[config.mk]
export PLATFORM = sky130hd
export DESIGN_NAME = divider_seq
export DESIGN_NICKNAME = d
export VERILOG_FILES = /design/src/rtl/divider_seq.sv
export SDC_FILE = /design/constraint.sdc
export NUM_CORES = 1
export LEC_CHECK = 0
export BUFFER_PORTS_ARGS = -buffer_cell sky130_fd_sc_hd__clkbuf_2
export CORE_MARGIN = 8
export CORE_UTILIZATION = 55
export DETAILED_ROUTE_END_ITERATION = 6
export PLACE_DENSITY = 0.78
export SETUP_SLACK_MARGIN = 0.15
export SLEW_MARGIN = 5
export SYNTH_ARGS = -nofsm -noshare
export SYNTH_HDL_FRONTEND = slang
export SYNTH_SLANG_ARGS = --single-unit
export TNS_END_PERCENT = 1
[constraint.sdc]
create_clock -name CLK -period 3.3 [get_ports CLK]
set_input_delay 0.33 -clock CLK [delete_from_list [all_inputs] [get_ports CLK]]
set_output_delay 0.33 -clock CLK [all_outputs]
set_load 0.05 [all_outputs]
[src/rtl/divider_seq.sv]
// Sequential restoring divider: 2*bw-bit dividend / bw-bit divisor -> bw-bit quotient and remainder.
// One shift/subtract step per cycle behind a start/busy/done handshake, with divide-by-zero and overflow prechecks.
module divider_seq #(
  parameter int bw = 16
) (
  input  logic            CLK,
  input  logic            RESETn,
  input  logic            start,
  input  logic [2*bw-1:0] dividend,
  input  logic [bw-1:0]   divisor,
  output logic            busy,
  output logic            done,
  output logic [bw-1:0]   quo,
  output logic [bw-1:0]   rem,
  output logic            div_zero,
  output logic            ovf
);

  localparam int CW = $clog2(bw + 1);

  typedef enum logic [0:0] {
    IDLE = 1'b0,
    RUN  = 1'b1
  } state_t;

  state_t         state_r;
  state_t         state_s;
  logic [bw:0]    p_r;
  logic [bw-1:0]  q_r;
  logic [bw-1:0]  d_r;
  logic [CW-1:0]  cnt_r;

  logic [bw:0]    t_s;
  logic [bw:0]    p_step_s;
  logic [bw-1:0]  q_step_s;
  logic           last_step_s;
  logic           zero_s;
  logic           over_s;

  // Next-state logic, one restoring step, and operand prechecks
  always_comb begin
    state_s     = state_r;
    t_s         = {p_r[bw-1:0], q_r[bw-1]};
    p_step_s    = t_s;
    q_step_s    = {q_r[bw-2:0], 1'b0};
    last_step_s = (cnt_r == CW'(bw - 1));
    zero_s      = (divisor == {bw{1'b0}});
    // An upper half >= divisor means the quotient needs more than bw bits
    over_s      = (dividend[2*bw-1:bw] >= divisor);

    // T keeps bw+1 bits so the bit shifted out of P still takes part in the compare
    if (t_s >= {1'b0, d_r}) begin
      p_step_s = t_s - {1'b0, d_r};
      q_step_s = {q_r[bw-2:0], 1'b1};
    end else begin
      p_step_s = t_s;
      q_step_s = {q_r[bw-2:0], 1'b0};
    end

    case (state_r)
      IDLE: begin
        if (start && !zero_s && !over_s) begin
          state_s = RUN;
        end else begin
          state_s = IDLE;
        end
      end
      RUN: begin
        if (last_step_s) begin
          state_s = IDLE;
        end else begin
          state_s = RUN;
        end
      end
      default: state_s = IDLE;
    endcase
  end

  // State register and registered busy flag
  always_ff @(posedge CLK or negedge RESETn) begin
    if (!RESETn) begin
      state_r <= IDLE;
      busy    <= 1'b0;
    end else begin
      state_r <= state_s;
      busy    <= (state_s == RUN);
    end
  end

  // Datapath: operand latch, shift/subtract iteration and result/flag registers
  always_ff @(posedge CLK or negedge RESETn) begin
    if (!RESETn) begin
      p_r      <= {(bw+1){1'b0}};
      q_r      <= {bw{1'b0}};
      d_r      <= {bw{1'b0}};
      cnt_r    <= {CW{1'b0}};
      done     <= 1'b0;
      quo      <= {bw{1'b0}};
      rem      <= {bw{1'b0}};
      div_zero <= 1'b0;
      ovf      <= 1'b0;
    end else begin
      done <= 1'b0;
      case (state_r)
        IDLE: begin
          if (start) begin
            if (zero_s) begin
              done     <= 1'b1;
              div_zero <= 1'b1;
              ovf      <= 1'b0;
              quo      <= {bw{1'b1}};
              rem      <= {bw{1'b0}};
            end else if (over_s) begin
              done     <= 1'b1;
              div_zero <= 1'b0;
              ovf      <= 1'b1;
              quo      <= {bw{1'b1}};
              rem      <= {bw{1'b0}};
            end else begin
              p_r   <= {1'b0, dividend[2*bw-1:bw]};
              q_r   <= dividend[bw-1:0];
              d_r   <= divisor;
              cnt_r <= {CW{1'b0}};
            end
          end
        end
        RUN: begin
          p_r   <= p_step_s;
          q_r   <= q_step_s;
          cnt_r <= cnt_r + CW'(1);
          if (last_step_s) begin
            quo      <= q_step_s;
            rem      <= p_step_s[bw-1:0];
            div_zero <= 1'b0;
            ovf      <= 1'b0;
            done     <= 1'b1;
          end
        end
        default: begin
          done <= 1'b0;
        end
      endcase
    end
  end

endmodule

# Word level (Yosys, flattened, before mapping)
# Index checks and enable logic that the tools add are counted.
# Widths: inputs -> output; s select.
totals:
  input_bits: 51
  out_inout_bits: 36
  elab_cells: 72
  register_bits: 89
op_classes:
  reduce_logical: 8
  add_sub_neg: 2
  magnitude_cmp: 2
  mux: 41
  eq_ne: 6
  bitwise_logic: 3
op_table:
  columns: ["op", "count"]
  rows:
  - ["$mux 16", 15]
  - ["$pmux 16 s2", 4]
  - ["$ge 17x16->1", 1]
  - ["$ge 16x16->1", 1]
  - ["$logic_not 16->1", 1]
  - ["$sub 16x16->16", 1]
  - ["$mux 5", 3]
  - ["$mux 1", 14]
  - ["$pmux 5 s2", 1]
  - ["$pmux 1 s2", 4]
  - ["$ne 2x2->1 const B", 3]
  - ["$reduce_and 3->1", 2]
  - ["$add 5x1->5 const B", 1]
  - ["$eq 5x4->1 const B", 1]
  - ["$reduce_and 4->1", 1]
  - ["$ne 3x3->1 const B", 1]
  - ["$not 1->1", 3]
  - ["$logic_and 1x1->1", 2]
  - ["$logic_not 1->1", 2]
  - ["$ne 2x1->1 const B", 1]

# Logic depth before layout (Yosys ltp)
logic_depth:
  depth_word: 6
  depth_mapped: 12

# Worst setup path after synthesis
# No wires, ideal clock.
synth_timing:
  path_type: "reg-to-reg"
  startpoint: "register q_r[15]"
  endpoint: "register p_r[14]"
  path_buffers: 0
  path_stages_with_launch: 13
  t_required_ns: 3.163
  slack_ns: 0.839
  synth_period_minus_slack_ns: 2.461
  setup_time_ns: 0.137
  arrival_ns: 2.324
  cell_sequence: "dfrtp_1 > inv_1 > ha_1 > inv_1 > fa_1 > a211oi_1 > o21bai_2 > a221o_1 > nand2_1 > a21boi_0 > xor2_1 > mux2i_1 > mux2i_1"
synth_between:
  elab_chain_cells: 3
  elab_cells_between_ends: 4
synth_rtl:
  columns: ["item", "line_no", "text"]
  rows:
  - ["start, declared", "29", "logic [bw-1:0] q_r;"]
  - ["start signal, assigned", "94", "q_r <= {bw{1'b0}};"]
  - ["start signal, assigned", "121", "q_r <= dividend[bw-1:0];"]
  - ["start signal, assigned", "129", "q_r <= q_step_s;"]
  - ["$sub 16x16->16 or $ge 17x16->1 (tied branches)", "53, 52", null]
  - ["$mux 16 (*)", "52", "if (t_s >= {1'b0, d_r}) begin"]
  - ["$pmux 16 s2 (*)", "104", "case (state_r)"]
  - ["end signal, assigned", "93", "p_r <= {(bw+1){1'b0}};"]
  - ["end signal, assigned", "120", "p_r <= {1'b0, dividend[2*bw-1:bw]};"]
  - ["end signal, assigned", "128", "p_r <= p_step_s;"]
  - ["end, declared", "28", "logic [bw:0] p_r;"]
# Every way passes the cells marked *; elsewhere a longest branch is shown, timed or not.
# A chain may end at the register's enable or synchronous reset.

# Worst setup path in the final report
layout_timing:
  startpoint: "register q_r[15]"
  endpoint: "register p_r[8]"
# Same word-level chain as after synthesis.

==> metrics.cfg <==
[setup_path]
crit_path_start_kind = register
r2r_end = p_r[8]$_DFFE_PN0P_
r2r_slack_ps = 320
required_ps = 3530
crit_type = register to register
worst-endpoint-arrival_ps = 3210
crit_fanout = 3
endpoint_kind = register
reg2reg_depth = 12
rr_startpoint = q_r[15]$_DFFE_PN0P_

[timing]
whs_ps = 218
period_share_pct = 90.4
rsz0062_at_grt = false
finalCriticalPeriod_ps = 2980
tightest_slew_ps = 631
slew_violations = 0
hold_viol_final = 0
slew_headroom_pct = 57.8
fin_setup_tns_ps = 0
finalSetupViolCount = 0
max_freq_mhz = 335
fin_worst_skew_ps = 11.6

[yosys]
postSynthAreaPerCell_sq_um = 10.0
ys_types = 52
synth_area_sq_um = 5150
yosysSeqAreaShare_pct = 43.2
synthArstFlopShare_pct = 100
synth-edff-count = 0
ys_seq_elements = 89
synthesis.nets = 600
synth_warnings = 0
postSynthCellCount = 514
synth_ff_type = dfrtp_1

[detailed_routing]
drt_wl_total_mm = 12.8
first_pass_iters = 5
wl_per_cell_um = 18.0
drtIter0Drc = 324
antenna_left = 0
dr_total_vias = 4048
drc_errors = 0
via_per_inst = 5.69

[clocking]
cts_buffers = 9
clock-sinks = 89
cts.path.max_buffers = 2
cts_tree = done
cts_root_buffer = clkbuf_8
clk_latency_ps = 360
cts_max_level = 3
path_clk_slew_ps = 100

[floorplanning]
start_util_pct = 56.3
ios = 87
die_area_sq_um = 12700
die_w_um = 113
core-area_sq_um = 9150
die_h_um = 113
num_rows = 35

[global_routing]
grt_pass1_vias = 4259
grt.total_usage_pct = 20.6
overflow = 0
antenna_found_initial = 0
grt_pass1_wl_mm = 21.3
grt_max_degree = 41

[pwr]
p_switching_uw = 3390
swShare_pct = 48.7
p_clk_share_pct = 12.7
powerDensity_nw_per_um2 = 1180
p_leak_uw = 0.00297
pwr-share-comb_pct = 59.3
worst_ir_drop_vdd_uv = 527
p_int_uw = 3580
seqPwrFrac_pct = 28.0

[cells_and_area]
syn2layout_area_growth_pct = 14.5
insertedDiodeCount = 0
drive_gt1_share_pct = 20.1
nets = 682
filler_cell_count = 723
final_cells = 712

[min_path]
hp-class = primary input to register
worstHoldEndpoint = d_r[3]$_DFFE_PN0P_
whs_path_depth = 3
hold_start = divisor[3]

[placement]
dp.cells = 695
dp_hpwl_mm = 9.63
routabilityCongestion = 0.971
port_buffers = 86

[run]
cap_violations = 0

[run_status]
status = finished clean

-- power groups by stage --
stage | Clock (uW) | Combinational [uW] | Sequential (uW)
final | 883 | 4130 | 1950
after global routing | 941 | 4490 | 2010
after CTS | 897 | 4070 | 1950
after detailed placement | 0 | 4020 | 1970
after global placement | 0 | 3910 | 1940
after floorplan | 0 | 2670 | 2370
-- cells by family after synthesis --
family                   Yosys count  synth area share [%]
flip-flops                        89                  43.2
adder cells (fa/ha/maj)           35                  8.65
AND/OR/NAND/NOR                  122                  10.9
buffers and inverters             64                  6.34
XOR/XNOR                          14                  2.38
AO/OA/AOI/OAI                    115                  13.9
multiplexers                      75                  14.6
-- state kept, by name, summed over array words and instances, names as in the netlist --
signal    count
d_r          16
p_r          16
q_r          16
quo          16
rem          16
cnt_r         5
div_zero      1
done          1
ovf           1
state_r       1
-- cell type report --
type	instances	area (sq um)	share of cell area [%]
Multi-Input combinational cell	361	2610	44.3
Timing Repair Buffer	96	536	9.08
Tap cell	111	139	2.35
Clock buffer	10	138	2.33
Inverter	39	146	2.48
Sequential cell	89	2230	37.8
Clock inverter	6	97.6	1.65
-- synthesized netlist by cell type (2+ instances only) --
| master | number | area (sq um) |
|---|---|---|
| nor4_1 | 5 | 31.3 |
| buf_6 | 2 | 22.5 |
| ha_1 | 34 | 425 |
| o31ai_1 | 2 | 15.0 |
| buf_8 | 3 | 45.0 |
| nand3b_1 | 2 | 15.0 |
| xor2_1 | 6 | 52.6 |
| o21ai_1 | 19 | 95.1 |
| o2111ai_1 | 2 | 17.5 |
| nor2_1 | 42 | 158 |
| dfrtp_1 | 89 | 2230 |
| inv_1 | 39 | 146 |
| and2_1 | 2 | 12.5 |
| nand3_1 | 5 | 25.0 |
| o22ai_1 | 7 | 43.8 |
| xnor2_1 | 8 | 70.1 |
| a21boi_0 | 2 | 15.0 |
| nor2b_1 | 2 | 12.5 |
| a31oi_1 | 3 | 18.8 |
| a21o_1 | 6 | 45.0 |
| nand2_1 | 42 | 158 |
| o21ai_0 | 17 | 85.1 |
| nand4_1 | 5 | 31.3 |
| buf_12 | 2 | 40.0 |
| o211ai_1 | 2 | 15.0 |
| buf_2 | 4 | 20.0 |
| and3_1 | 2 | 12.5 |
| a21oi_2 | 2 | 17.5 |
| o2bb2ai_1 | 8 | 70.1 |
| clkbuf_1 | 14 | 52.6 |
| mux2i_1 | 74 | 741 |
| o21a_1 | 3 | 22.5 |
| nand2b_1 | 7 | 43.8 |
| a21oi_1 | 33 | 165 |
| a211oi_1 | 2 | 15.0 |
-- worst max path at each step --
| stage | start | endpoint | cells after the start |
|---|---|---|---|
| after detailed placement | divisor[2] | d_r[13]$_DFFE_PN0P_ | 12 |
| after global routing | p_r[5]$_DFFE_PN0P_ | p_r[3]$_DFFE_PN0P_ | 9 |
| after floorplan | q_r[15]$_DFFE_PN0P_ | p_r[14]$_DFFE_PN0P_ | 12 |
| final | q_r[15]$_DFFE_PN0P_ | p_r[8]$_DFFE_PN0P_ | 12 |
| after global placement | dividend[16] | d_r[6]$_DFFE_PN0P_ | 12 |
| after CTS | p_r[5]$_DFFE_PN0P_ | p_r[3]$_DFFE_PN0P_ | 9 |
-- stage by stage --
| stage | util (%) | area (sq um) | worst slack, ps | total power, uW |
|---|---|---|---|---|
| final | 64.4 | 5900 | 316 | 6970 |
| after global routing | 64.4 | 5900 | 174 | 7440 |
| after CTS | 64.4 | 5890 | 224 | 6920 |
| after detailed placement | 61.7 | 5650 | 292 | 5980 |
| after global placement | 61.7 | 5650 | 326 | 5850 |
| after floorplan | - | 5150 | 839 | 5040 |
-- worst max-delay path, cell delays in order, from the launching register on --
cell and delay, ps:
dfrtp_1 430, inv_1 90, ha_1 180, inv_1 60, fa_1 420, a211oi_1 360, o21bai_2 140, a31oi_1 330
inv_1 70, a21oi_1 170, xnor2_1 80, mux2i_1 380, mux2i_1 140
-- per-layer routing --
layer  part of all wire, %  wire length, um  track usage (%)
met1                    45             5840             26.5
met2                    47             6060             33.9
met3                   5.7              727             4.85
met4                   1.7              223             6.03
met5                     0                0                0
-- placed cells by master, fill, tap and decap left out, types with 3 or more instances in the layout --
cell type	instances
o2bb2ai_1	8
nand2b_1	7
nor2_1	42
a31oi_1	3
o21ai_0	17
ha_1	34
xnor2_1	8
mux2i_1	74
nand3_1	5
clkbuf_2	85
clkbuf_8	10
buf_4	8
o21a_1	3
xor2_1	6
inv_1	39
nand4_1	5
a21o_1	6
nor4_1	5
o22ai_1	7
nand2_1	41
a21oi_1	33
o21ai_1	19
dfrtp_1	88
-- timing repair --
item	in CTS	in global routing
hold endpoints to repair	38	0
gates resized for setup	0	1
endpoints found under the setup margin	0	16
setup buffers	0	0
hold buffers	1	0
No activity file was read; power rests on OpenSTA's default activity.
